===== config.mk =====
export PLATFORM = sky130hd
export DESIGN_NAME = instruction_fetch
export DESIGN_NICKNAME = d
export VERILOG_FILES = /design/src/rtl/fetch_pkg.sv /design/src/rtl/instruction_fetch_program_counter.sv /design/src/rtl/instruction_fetch.sv
export SDC_FILE = /design/constraint.sdc
export NUM_CORES = 1
export LEC_CHECK = 0
export ABC_CLOCK_PERIOD_IN_PS = 1900
export BUFFER_PORTS_ARGS = -buffer_cell sky130_fd_sc_hd__buf_2
export CORE_MARGIN = 2
export CORE_UTILIZATION = 45
export DETAILED_ROUTE_END_ITERATION = 8
export GPL_TIMING_DRIVEN = 0
export PLACE_DENSITY_LB_ADDON = 0.2
export SYNTH_ARGS = -nofsm -noshare
export SYNTH_HDL_FRONTEND = slang
export SYNTH_SLANG_ARGS = --single-unit

===== constraint.sdc =====
create_clock -name Clock -period 1.9 [get_ports Clock]
set_input_delay 0 -clock Clock [delete_from_list [all_inputs] [get_ports Clock]]
set_output_delay 0 -clock Clock [all_outputs]
set_load 0.1 [all_outputs]

===== src/rtl/fetch_pkg.sv =====
// fetch_pkg: state encoding and constants shared by the fetch stage.
package fetch_pkg;
  typedef enum logic {FETCH, HALTED} state_t;
  localparam logic [15:0] PC_STEP = 16'd2;
  localparam logic [15:0] DEFAULT_HALT_WORD = 16'hFFFF;
endpackage


===== src/rtl/instruction_fetch_program_counter.sv =====
// ProgramCounter: halfword-aligned PC with redirect, advance and hold.
module ProgramCounter
  import fetch_pkg::*;
#(
  parameter logic [15:0] RESET_PC = 16'h0000
) (
  input  logic        clk,
  input  logic        rst_n,
  input  logic        redirect,
  input  logic [15:0] target,
  input  logic        advance,
  output logic [15:0] pc
);
  always_ff @(posedge clk or negedge rst_n)
    if (!rst_n) pc <= {RESET_PC[15:1], 1'b0};
    else pc <= redirect ? {target[15:1], 1'b0} : advance ? pc + PC_STEP : pc;
endmodule


===== src/rtl/instruction_fetch.sv =====
// instruction_fetch: fetch FSM, IF/ID register and saturating fetch counter.
module instruction_fetch
  import fetch_pkg::*;
#(
  parameter logic [15:0] RESET_PC  = 16'h0000,
  parameter logic [15:0] HALT_WORD = DEFAULT_HALT_WORD
) (
  input  logic        Clock,
  input  logic        Reset_n,
  output logic [15:0] Address,
  input  logic [15:0] Instruction,
  input  logic        Stall,
  input  logic        Redirect,
  input  logic [15:0] RedirectTarget,
  output logic [15:0] InstrOut,
  output logic [15:0] PCOut,
  output logic        InstrValid,
  output logic        Halted,
  output logic [15:0] FetchCount
);
  state_t state;
  logic   advance;
  assign advance = state == FETCH && !Stall && Instruction != HALT_WORD;
  ProgramCounter #(.RESET_PC(RESET_PC)) u_pc (
    .clk     (Clock),
    .rst_n   (Reset_n),
    .redirect(Redirect),
    .target  (RedirectTarget),
    .advance (advance),
    .pc      (Address)
  );
  // Redirect flushes and restarts fetch regardless of stall or halt.
  always_ff @(posedge Clock or negedge Reset_n)
    if (!Reset_n) begin
      state      <= FETCH;
      InstrOut   <= 16'h0000;
      PCOut      <= 16'h0000;
      InstrValid <= 1'b0;
      Halted     <= 1'b0;
      FetchCount <= 16'h0000;
    end else if (Redirect) begin
      state      <= FETCH;
      InstrValid <= 1'b0;
      Halted     <= 1'b0;
    end else if (!Stall) begin
      if (state == FETCH) begin
        InstrOut   <= Instruction;
        PCOut      <= Address;
        InstrValid <= 1'b1;
        FetchCount <= FetchCount + {15'd0, FetchCount != 16'hFFFF};
        if (Instruction == HALT_WORD) begin
          state  <= HALTED;
          Halted <= 1'b1;
        end
      end else InstrValid <= 1'b0;
    end
endmodule


==> results.py <==
metrics = {
    "layout": {
        "drive_gt1_frac": 0.504,
        "fin_util": 0.678,
        "area_growth_syn_to_layout_pct": 45.8,
        "fin_cells": 488,
        "final_net_count": 446,
        "antennaDiodeCount": 0,
        "fin_area_mm2": 0.00430,
    },
    "route": {
        "dr_wl_met3_um": 424,
        "wl_met1_mm": 3.37,
        "top_layer": "met4",
        "via_count": 2566,
        "drc": 0,
        "drtPass1Iterations": 4,
        "wirelength_mm": 7.52,
        "drt_iter0_markers": 118,
        "drt-vias-per-instance": 5.26,
        "wl_met2_mm": 3.59,
        "wl_per_cell_um": 15.4,
        "ant_nets": 0,
    },
    "timing": {
        "worst_pin_slew_ns": 0.965,
        "fin_worst_skew_ns": 0.0166,
        "drv_slew": 0,
        "relSlewSlack": 0.348,
        "setup_violations": 3,
        "setup_slack_ns": -0.0664,
        "period_share": 1.03,
        "period_minus_slack_ns": 1.97,
        "hold_viol": 0,
        "max_freq_mhz": 509,
        "rsz0062_at_grt": "yes",
    },
    "synth": {
        "synth-seq-cells": 65,
        "synthArstFlopShare": 1.00,
        "synth_most_common_cell": "dfrtp_1",
        "synth_area_per_cell_um2": 11.8,
        "yosysTopAreaCell": "dfrtp_1",
        "synth_top_area_frac": 0.551,
        "synth_commonest_cells": "65 x dfrtp_1, 33 x mux2_2, 19 x nand2_1",
        "synth_seq_area_share": 0.551,
        "synth_cell_type_count": 40,
        "ys_top_cells_by_area": "dfrtp_1 55%, mux2_2 13%, xnor2_1 3.9%",
        "syn-cell-area_mm2": 0.00295,
        "ys.flop_type": "dfrtp_1",
        "synth_edf_count": 0,
        "ys_warn_count": 0,
        "syn_inst": 251,
    },
    "worst_setup_path": {
        "path_cells": "and4_1 > and3_1 > nand4_1 > ha_2 > and3_4 > and4_4 > and3_4 > xor2_1",
        "crit_type": "flip-flop to flip-flop",
        "crit_path_end_kind": "flip-flop",
        "path_common_cell": "and3_4",
        "path_max_fanout": 3,
        "slowest_stage": "dfrtp_4",
        "max_stage_delay_ns": 0.48,
        "start_kind": "flip-flop",
        "arrival_ns": 2.22,
        "critPathRequiredTime_ns": 2.16,
    },
    "place": {
        "dpl.hpwl_mm": 4.78,
        "port_buffers": 97,
        "gp_congestion": 0.797,
        "post_dp_cell_area_mm2": 0.00364,
        "dpl.cell_count": 426,
    },
    "floorplan": {
        "die_w_um": 85.0,
        "ios": 102,
        "die_h_um": 85.0,
        "start_util": 0.465,
        "rows": 29,
        "core_mm2": 0.00635,
        "die_area_mm2": 0.00723,
    },
    "pwr": {
        "peakVddDrop_mv": 0.725,
        "leakagePower_nw": 1.91,
        "power_density_mw_per_mm2": 1230,
    },
    "cts": {
        "clock_latency_ns": 0.35,
        "cts.sinks": 65,
        "htreeDepth": 3,
        "clockBufferDepth": 2,
        "path_clk_slew_ns": 0.08,
        "cts-root-buf": "clkbuf_8",
        "cts_tree": "yes",
        "cts_buffers": 9,
    },
    "global_route": {
        "grt_pass1_vias": 2548,
        "grt_pass1_wl_mm": 12.0,
        "overflow": 0,
        "antenna_found_initial": 0,
        "grt_usage": 0.214,
        "grt_max_degree": 66,
    },
    "outcome": {
        "failed_checks": "setup timing",
        "status": "finished with violations",
    },
    "flow_run": {
        "maxCapViolations": 0,
    },
    "worst_hold_path": {
        "hp-class": "input pin to flip-flop",
    },
}
timing repair:
action | 4_1_cts | 5_1_grt
pin swaps | 12 | 11
setup endpoints to repair | 35 | 32
hold buffers | 33 | 0
gates resized for setup | 7 | 4
buffers inserted | 12 | 2
hold endpoints to repair | 97 | 0
power breakdown:
| group | internal [mW] | total, mW | switching (mW) |
|---|---|---|---|
| logic | 0.535 | 2.47 | 1.94 |
| clock network | 0.507 | 1.04 | 0.535 |
| registers | 1.64 | 1.79 | 0.158 |
through the flow:
step / total power [mW] / hold slack, ns / setup TNS, ns / setup WS (ns)
2_1_floorplan: 3.70 / -0.296 / -2.08 / -0.380
3_3_place_gp: 4.07 / 0.209 / -1.47 / -0.237
3_5_place_dp: 4.10 / 0.155 / -2.20 / -0.273
4_1_cts: 5.30 / 0.176 / -0.149 / -0.0871
5_1_grt: 5.52 / 0.213 / -0.579 / -0.138
6_report: 5.31 / 0.178 / -0.177 / -0.0664
worst paths after layout:
kind / to / slack [ns] / startpoint / depth (start not counted)
setup / recovery: FetchCount[7]$_DFFE_PN0P_ / -0.07 / FetchCount[1]$_DFFE_PN0P_ / 8
hold / removal: u_pc.pc[15]$_DFFE_PN0P_ / 0.18 / Redirect / 4
setup reg to reg: FetchCount[7]$_DFFE_PN0P_ / -0.07 / FetchCount[1]$_DFFE_PN0P_ / 8
hold reg to reg: FetchCount[15]$_DFFE_PN0P_ / 0.49 / FetchCount[15]$_DFFE_PN0P_ / 1
max in group asynchronous: u_pc.pc[12]$_DFFE_PN0P_ / 0.95 / Reset_n / 2
min in group asynchronous: u_pc.pc[10]$_DFFE_PN0P_ / 0.28 / Reset_n / 2
metal layers:
layer  global-route usage  vias to the layer above
li1                     -                     1232
met1                0.272                     1242
met2                0.342                       81
met3               0.0496                       11
met4                0.110                        0
met5                    0                        -
final cells by class:
cell class                 instances  area [µm²]
buffer                            11        67.6
clock buffer                      13         149
clock inverter                     3        17.5
fill                             489        2050
inverter                           6        22.5
multi-input combinational        170        1320
sequential                        65        1710
tap                               77        96.3
timing repair buffer             143         916
state kept, by name (all words and copies together), names as in the netlist:
signal / count
Halted: 1
u_pc.pc: 15
FetchCount: 16
InstrValid: 1
PCOut: 15
InstrOut: 16
state: 1
critical path: cells and delay by family, from the launching register on:
family                     cells  cell delay [ns]
and+or+nand+nor                6             1.06
xor gates and xnor gates       1             0.14
DFF                            1             0.48
adders and majority gates      1             0.22
kinds of logic after synthesis:
family / after synthesis / share of synthesized area
multiplexers: 34 / 0.129
buffers and inverters: 17 / 0.0297
AO/OA/AOI/OAI: 32 / 0.0784
flip-flops: 65 / 0.551
XOR/XNOR: 15 / 0.0445
adder cells (fa/ha/maj): 4 / 0.0169
other: 1 / 0.00127
AND/OR/NAND/NOR: 83 / 0.149
placed cells by master (no fill, tap or decap), types with 4 or more instances in the layout:
cell and count:
buf_2 99, dfrtp_1 38, dlygate4sd3_1 33, mux2_2 32, dfrtp_4 21, nand2_1 19
buf_4 17, nor2_1 15, xnor2_1 13, nand4_1 11, clkbuf_8 10, nand3_1 8
a31oi_1 7, dfrtp_2 6, clkbuf_1 6, or4_1 6, inv_1 5, o31ai_1 5
o21ai_0 4
No activity file was read; power rests on OpenSTA's default activity.
